$ cat src/rtl/pattern_scan_pkg.sv
// Shared types and helpers for the serial pattern-scan sequencer.
package pattern_scan_pkg;

  typedef enum logic [2:0] {
    IDLE  = 3'd0,
    CLEAR = 3'd1,
    SHIFT = 3'd2,
    FLUSH = 3'd3,
    DONE  = 3'd4
  } state_t;

  function automatic int unsigned cnt_width(input int unsigned word_w);
    return $clog2(word_w + 1);
  endfunction

  // Zero and oversize requests both mean "scan the full word".
  function automatic int unsigned norm_len(input int unsigned len, input int unsigned word_w);
    if (len == 0 || len > word_w) return word_w;
    return len;
  endfunction

endpackage

$ cat src/rtl/pattern_scan_controller_tracker.sv
// Accumulates match count and first match position from sampled recognizer flags.
module scan_result_tracker
  import pattern_scan_pkg::*;
#(
  parameter int unsigned CNT_W = 5
) (
  input  logic             clk,
  input  logic             reset,
  input  logic             clr,
  input  logic             smp,
  input  logic [CNT_W-1:0] pos,
  input  logic             hit,
  output logic [CNT_W-1:0] match_cnt,
  output logic             first_vld,
  output logic [CNT_W-1:0] first_pos
);

  always_ff @(posedge clk or posedge reset) begin
    if (reset) begin
      match_cnt <= '0;
      first_vld <= 1'b0;
      first_pos <= '0;
    end else if (clr) begin
      match_cnt <= '0;
      first_vld <= 1'b0;
      first_pos <= '0;
    end else if (smp && hit) begin
      match_cnt <= match_cnt + CNT_W'(1);
      if (!first_vld) begin
        first_vld <= 1'b1;
        first_pos <= pos;
      end
    end
  end

endmodule

$ cat src/rtl/pattern_scan_controller.sv
// Sequencer that feeds a word MSB-first into a serial recognizer and collects its matches.
module pattern_scan_controller
  import pattern_scan_pkg::*;
#(
  parameter int unsigned WORD_W = 16,
  parameter int unsigned CNT_W  = cnt_width(WORD_W)
) (
  input  logic              clk,
  input  logic              reset,
  input  logic              start_valid,
  output logic              start_ready,
  input  logic [WORD_W-1:0] word_in,
  input  logic [CNT_W-1:0]  len_in,
  input  logic              abort,
  output logic              rec_in,
  output logic              rec_clr,
  input  logic              rec_out,
  output logic              busy,
  output logic              done,
  output logic [CNT_W-1:0]  match_cnt,
  output logic              first_vld,
  output logic [CNT_W-1:0]  first_pos
);

  state_t             state;
  logic [WORD_W-1:0]  sr;
  logic [CNT_W-1:0]   len_q;
  logic [CNT_W-1:0]   idx;
  logic               park;
  logic               accept;
  logic               abort_act;
  logic               last_bit;
  logic               smp;
  logic [CNT_W-1:0]   smp_pos;

  assign accept    = (state == IDLE) && start_valid;
  assign abort_act = abort && ((state == CLEAR) || (state == SHIFT) || (state == FLUSH));
  assign last_bit  = (idx == len_q - CNT_W'(1));

  always_ff @(posedge clk or posedge reset) begin
    if (reset) begin
      state <= IDLE;
      sr    <= '0;
      len_q <= '0;
      idx   <= '0;
      park  <= 1'b0;
    end else begin
      park <= 1'b0;
      case (state)
        IDLE: begin
          if (start_valid) begin
            sr    <= word_in;
            len_q <= CNT_W'(norm_len(32'(len_in), WORD_W));
            idx   <= '0;
            state <= CLEAR;
          end
        end
        CLEAR: begin
          if (abort) begin
            park  <= 1'b1;
            state <= IDLE;
          end else begin
            state <= SHIFT;
          end
        end
        SHIFT: begin
          if (abort) begin
            park  <= 1'b1;
            state <= IDLE;
          end else begin
            sr  <= sr << 1;
            idx <= idx + CNT_W'(1);
            if (last_bit) state <= FLUSH;
          end
        end
        FLUSH: begin
          if (abort) begin
            park  <= 1'b1;
            state <= IDLE;
          end else begin
            state <= DONE;
          end
        end
        DONE:    state <= IDLE;
        default: state <= IDLE;
      endcase
    end
  end

  // The recognizer output lags by one cycle: each SHIFT sample after the
  // first credits the previous bit, and FLUSH picks up the final bit.
  assign smp     = ((state == SHIFT) && (idx != '0)) || (state == FLUSH);
  assign smp_pos = (state == FLUSH) ? (len_q - CNT_W'(1)) : (idx - CNT_W'(1));

  assign rec_in      = (state == SHIFT) ? sr[WORD_W-1] : 1'b0;
  assign rec_clr     = (state == CLEAR) || park;
  assign busy        = (state != IDLE);
  assign done        = (state == DONE);
  assign start_ready = (state == IDLE) && !reset;

  scan_result_tracker #(
    .CNT_W(CNT_W)
  ) u_tracker (
    .clk       (clk),
    .reset     (reset),
    .clr       (accept || abort_act),
    .smp       (smp),
    .pos       (smp_pos),
    .hit       (rec_out),
    .match_cnt (match_cnt),
    .first_vld (first_vld),
    .first_pos (first_pos)
  );

endmodule

$ cat config.mk
export PLATFORM = sky130hd
export DESIGN_NAME = pattern_scan_controller
export DESIGN_NICKNAME = d
export VERILOG_FILES = /design/src/rtl/pattern_scan_pkg.sv /design/src/rtl/pattern_scan_controller_tracker.sv /design/src/rtl/pattern_scan_controller.sv
export SDC_FILE = /design/constraint.sdc
export NUM_CORES = 1
export LEC_CHECK = 0
export CELL_PAD_IN_SITES_DETAIL_PLACEMENT = 1
export CELL_PAD_IN_SITES_GLOBAL_PLACEMENT = 2
export CORE_MARGIN = 2
export CORE_UTILIZATION = 29
export DETAILED_ROUTE_END_ITERATION = 10
export GPL_TIMING_DRIVEN = 0
export PLACE_DENSITY_LB_ADDON = 0.05
export SLEW_MARGIN = 20
export SYNTH_ARGS = -nofsm -noshare
export SYNTH_HDL_FRONTEND = slang
export SYNTH_SLANG_ARGS = --single-unit
export TNS_END_PERCENT = 30
$ cat constraint.sdc
create_clock -name clk -period 1.9 [get_ports clk]
set_input_delay 0.19 -clock clk [delete_from_list [all_inputs] [get_ports clk]]
set_output_delay 0.19 -clock clk [all_outputs]
set_load 0.01 [all_outputs]
==> results.json <==
{
  "die_x_um": 90.8,
  "wl_per_cell_um": 14.6,
  "portBuffers": 41,
  "worstSetupPathType": "reg -> reg",
  "yosysWarningCount": 0,
  "antenna_found_initial": 0,
  "finalSetupViolCount": 0,
  "cts_buffers": 5,
  "dr.pass1.iters": 4,
  "yosysTopAreaCell": "dfrtp_1",
  "synth_area_leaders": "dfrtp_1, mux2i_1, o21ai_0, nand2_1, xor2_1",
  "worstPathArrival_ns": 2.01,
  "multi_input_area_mm2": 0.00110,
  "die-area_mm2": 0.00824,
  "ys_seq_area_share_pct": 47.0,
  "maxCapViolations": 0,
  "area_growth_syn_to_layout_pct": 33.6,
  "routed_wl_um": 5410,
  "critPathLaunch": "state[0]",
  "max_freq_mhz": 550,
  "final_antenna_net_count": 0,
  "reg2reg_depth": 5,
  "power_per_cell_area_mw_per_mm2": 1170,
  "clkLatencyLatePin_ns": 0.30,
  "drt-initial-drc-count": 80,
  "fin_hold_ws_ns": 0.278,
  "startpoint_type": "flop",
  "cts_root_buffer": "clkbuf_8",
  "drv_slew": 0,
  "ios": 42,
  "most-common-layout-cells": "dfrtp_1, clkdlybuf4s50_1, nand2_1, o21ai_0, mux2i_1",
  "slowest_delay_ns": 0.59,
  "worst_slew_pin_slew_ns": 0.534,
  "slew_headroom_pct": 64.3,
  "rows": 31,
  "finalHoldViolations": 0,
  "fillers": 854,
  "cts_hold_buf": 0,
  "cp-end-kind": "flop",
  "r2r_end": "u_tracker.match_cnt[2]",
  "place_congestion": 0.662,
  "setup-tns-final_ns": 0,
  "drc": 0,
  "p_leak_uw": 0.00130,
  "nets": 303,
  "synth_top_area_share_pct": 47.0,
  "status": "finished, final reports clean",
  "synth.avg_cell_area_um2": 10.1,
  "core_mm2": 0.00729,
  "grt_pass1_vias": 1861,
  "vias": 1747,
  "skew_ns": 0.0121,
  "start_util_pct": 30.0,
  "antenna_cells": 0,
  "grt_usage_pct": 14.4,
  "htree_levels": 2,
  "path_clk_slew_ns": 0.09,
  "crit_buf_inv": 1,
  "required_ns": 2.09,
  "crit_path_top_delay_cell": "or4b_4",
  "grt_setup_unrepaired": "true",
  "ys_ff_latch": 41,
  "syn-num-nets": 249,
  "post-route-period-util_pct": 95.7,
  "hold_path_class": "in -> async",
  "reg2reg_slack_ns": 0.08,
  "grt_max_degree": 22,
  "cts_tree": "done",
  "path_cells": "buf_6 -> or4b_4 -> o211ai_1 -> xor2_1 -> nor2_1",
  "die_h_um": 90.8,
  "ir_drop_mv": 0.364,
  "routed_via_density": 4.71,
  "clock_sinks": 41,
  "clockBufferDepth": 2,
  "fin_util_pct": 40.0,
  "post-dp-hpwl_um": 3860,
  "cp_max_fo": 10,
  "reg2reg_from": "state[0]",
  "synth_cell_type_count": 39,
  "design_area_mm2": 0.00292,
  "grt_overflow_total": 0,
  "critPathTopFamily": "simple AND/OR/NAND/NOR gates",
  "netlist_area_mm2": 0.00218,
  "layout-drive-gt1-share_pct": 15.1,
  "synthCells": 217,
  "finalCriticalPeriod_ns": 1.82,
  "grt_pass1_wl_um": 9530,
  "ff_latch_area_mm2": 0.00103,
  "dpl_cell_area_mm2": 0.00275,
  "final_common_cell": "dfrtp_1"
}
[cell type report]
type | instances | area share (%)
multi-input combinational | 156 | 37.8
clock inverter | 2 | 0.343
sequential | 41 | 35.3
inverter | 7 | 0.900
timing repair buffer | 48 | 16.5
tap | 99 | 4.24
buffer | 12 | 2.49
clock buffer | 6 | 2.49
[cell usage after synthesis (all sizes together)]
| library cell | count |
|---|---|
| a21o | 2 |
| a21oi | 7 |
| a22o | 1 |
| a31o | 1 |
| and2 | 2 |
| and3b | 1 |
| buf | 7 |
| clkbuf | 7 |
| dfrtp | 41 |
| ha | 6 |
| inv | 7 |
| mux2 | 1 |
| mux2i | 19 |
| nand2 | 28 |
| nand3 | 3 |
| nand3b | 6 |
| nand4 | 2 |
| nor2 | 11 |
| nor3 | 2 |
| nor3b | 5 |
| nor4b | 2 |
| o211a | 1 |
| o211ai | 4 |
| o21ai | 26 |
| o31ai | 1 |
| o41ai | 1 |
| or3 | 2 |
| or3b | 1 |
| or4 | 3 |
| or4b | 1 |
| xnor2 | 7 |
| xor2 | 9 |
[cell families (layout without fill, tap and decap cells)]
group                    Yosys count  in the layout  synth area share [%]
AO/OA/AOI/OAI                     44             45                  12.5
XOR/XNOR                          16             16                  6.41
adder cells (fa/ha/maj)            6              6                  3.44
buffers and inverters             21             75                  4.35
flip-flops                        41             41                  47.0
multiplexers                      20             20                  9.22
AND/OR/NAND/NOR                   69             69                  17.1
[per-layer routing]
metal / routed length [um] / track usage [%] / share of wire (%)
met4: 74 / 4.17 / 1.4
met5: 0 / 0 / 0
met3: 198 / 3.34 / 3.7
met1: 2700 / 19.9 / 50
met2: 2430 / 22.4 / 45
[power by group]
| group | switching [uW] | total (uW) | internal, uW | leakage (uW) |
|---|---|---|---|---|
| sequential | 177 | 1320 | 1150 | 0.000532 |
| combinational | 796 | 1530 | 731 | 0.000719 |
| clock | 309 | 564 | 255 | 0.0000450 |
| total | 1280 | 3410 | 2130 | 0.00130 |
[registers in the layout (all words and copies together), names as in the netlist]
register and count:
idx 5, len_q 5, u_tracker.first_vld 1, u_tracker.first_pos 5, u_tracker.match_cnt 5, park 1, sr 16, state 3
[timing repair]
item / 4_1_cts / 5_1_grt
gates resized for setup: 8 / 22
endpoints found under the setup margin: 15 / 32
buffers inserted: 1 / 5
hold endpoints to repair: 0 / 0
cloned: 1 / 0
pin swaps: 1 / 2
[per-stage QoR]
| step | total power [uW] | cells | setup slack (ns) |
|---|---|---|---|
| finish | 3410 | 371 | 0.0824 |
| global route | 3740 | 371 | -0.0262 |
| CTS | 3370 | 366 | -0.000566 |
| detailed placement | 2790 | 358 | -0.353 |
| global placement | 2750 | 357 | -0.374 |
| floorplan | 2300 | 217 | 0.102 |
[worst max-delay path by stage]
stage | endpoint | slack (ns) | depth (start not counted)
after floorplan | u_tracker.match_cnt[2] | 0.10 | 7
after global placement | rec_in | -0.37 | 6
after detailed placement | rec_in | -0.35 | 6
after CTS | sr[12] | -0.0006 | 5
after global routing | u_tracker.first_pos[4] | -0.03 | 6
final | u_tracker.match_cnt[2] | 0.08 | 5
Note: power is estimated with default switching activity, not from simulation.
==> RTL edit: new RTL, config.mk and constraints unchanged <==
Encoding of `state_t`: now one-hot (5 bits for 5 states).
--- a/src/rtl/pattern_scan_pkg.sv
+++ b/src/rtl/pattern_scan_pkg.sv
@@ -2,10 +2,10 @@
 package pattern_scan_pkg;
 
-  typedef enum logic [2:0] {
-    IDLE  = 3'd0,
-    CLEAR = 3'd1,
-    SHIFT = 3'd2,
-    FLUSH = 3'd3,
-    DONE  = 3'd4
+  typedef enum logic [4:0] {
+    IDLE  = 5'b00001,
+    CLEAR = 5'b00010,
+    SHIFT = 5'b00100,
+    FLUSH = 5'b01000,
+    DONE  = 5'b10000
   } state_t;
 
Behaviour: same outputs for any inputs over 10 cycles, from zero or initial values and one cycle with reset high; not proved beyond that.
==> RTL edit against the unedited design <==
- die area up 3.5%
- sequential cell count is 2 higher
- critical endpoint is now u_tracker.match_cnt[1]$_DFFE_PP0P_
- first-iteration DRC count is 53% lower
- global-route usage grew 0.18 points
- total power decreased by 13%
- synthesized area increased by 3.7%
- final area up 7.5%
- setup slack got worse by 1.6 ps
- routed wire length grew 9.7%
- clock skew shrank 5.3 ps
==> RTL edit: results (changes against the unedited design) <==
* Flop pwr share at 42.5% (+3.8 points)
* Core Box Area at 7650 µm² (+4.9%)
* H-Tree Depth at 2 (unchanged)
* Fin cells at 393 (+5.9%)
* Critical path startpoint: idx[0]$_DFFE_PP0P_
* Routability-driven placement congestion ratio at 0.705 (+6.5%)
* CP max stage delay at 500 ps (-90 ps)
* Starting DRT DRC Count at 38 (-53%)
* GRT Total Usage at 14.5% (+0.18 points)
* WL/cell at 15.1 µm (+3.6%)
* Seq/Total Area, Yosys at 47.6% (+0.60 points)
* Vias in the first global route at 1943 (+4.4%)
* Antenna fix cells at 0 (unchanged)
* Share of post-route cells with drive strength above 1 at 19.2% (+4.2 points)
* Skew final at 6.88 ps (-5.27 ps)
* Via-to-Cell Ratio at 4.70 (-0.14%)
* Inst Count DP at 373 (+4.2%)
* Post-Syn Instances at 229 (+5.5%)
* Max_slew headroom at 70.8% (+6.5 points)
* Detailed placer's ending HPWL at 4200 µm (+8.7%)
* Clock group share of total power at 25.7% (+9.2 points)
* Post-Syn Nets at 261 (+4.8%)
* Status: finished clean
* P_leak at 1.54 nW (+18%)
* Final worst slack at 80.8 ps (-1.61 ps)
* Post-DP Area at 2820 µm² (+2.8%)
* Post-place setup slack at -292 ps (+60.3 ps)
* DRT met1 WL at 2820 µm (+4.4%)
* Most instantiated cells after synthesis: dfrtp_1 (42), nand2_1 (28), o21ai_0 (28)
* Seq. pwr at 1.26 mW (-5%)
* Final hold slack at 238 ps (-39.6 ps)
* Nets@finish at 322 (+6.3%)
* Detail Route met3 WL at 177 µm (-11%)
* WL met2 at 2900 µm (+19%)
* Peak supply drop at 0.342 mV (-6.0%)
RTL edit: cell count changes in the layout (fill, tap and decap cells not counted), moves of 3 or more:
cell,delta
and3_1,+5
xnor2_1,+5
buf_4,+4
o21ai_0,+4
clkbuf_1,-3
o211ai_1,-3
xor2_1,-3
RTL edit: routing by layer:
layer / vias up / GRT usage, %
li1: 919 / -
met1: 890 / 19.1
met2: 35 / 24.8
met3: 4 / 3.01
met4: 0 / 2.99
met5: - / 0
RTL edit: path summary, 6_finish.rpt:
| path | cells past startpoint | end |
|---|---|---|
| setup / recovery | 7 | u_tracker.match_cnt[1]$_DFFE_PP0P_ |
| setup reg to reg | 7 | u_tracker.match_cnt[1]$_DFFE_PP0P_ |
| max in group asynchronous | 3 | idx[1]$_DFFE_PP0P_ |
| hold / removal | 2 | sr[11]$_DFFE_PP0P_ |
| hold reg to reg | 2 | sr[15]$_DFFE_PP0P_ |
| min in group clk | 2 | sr[15]$_DFFE_PP0P_ |
RTL edit: final cells by class:
cell class / count / area (µm²)
fill: 872 / 4510
multi-input combinational: 168 / 1170
sequential: 43 / 1080
timing repair buffer: 55 / 547
tap: 102 / 128
clock buffer: 6 / 82.6
buffer: 9 / 65.1
clock inverter: 2 / 35.0
inverter: 8 / 30.0
RTL edit: what timing repair did:
item                                    4_1_cts  5_1_grt
setup buffers                                 7        6
endpoints found under the setup margin       35       35
gates cloned                                  0        0
pin swaps                                     3        6
gates resized for setup                      13       24
RTL edit: kinds of logic after synthesis:
group                      share of synthesized area [%]
and+or+nand+nor                                     18.0
AOI/OAI and AO/OA                                   11.3
DFF                                                 47.6
muxes                                               9.34
xor gates and xnor gates                            6.96
buffers and inverters                               3.54
adders and majority gates                           3.31
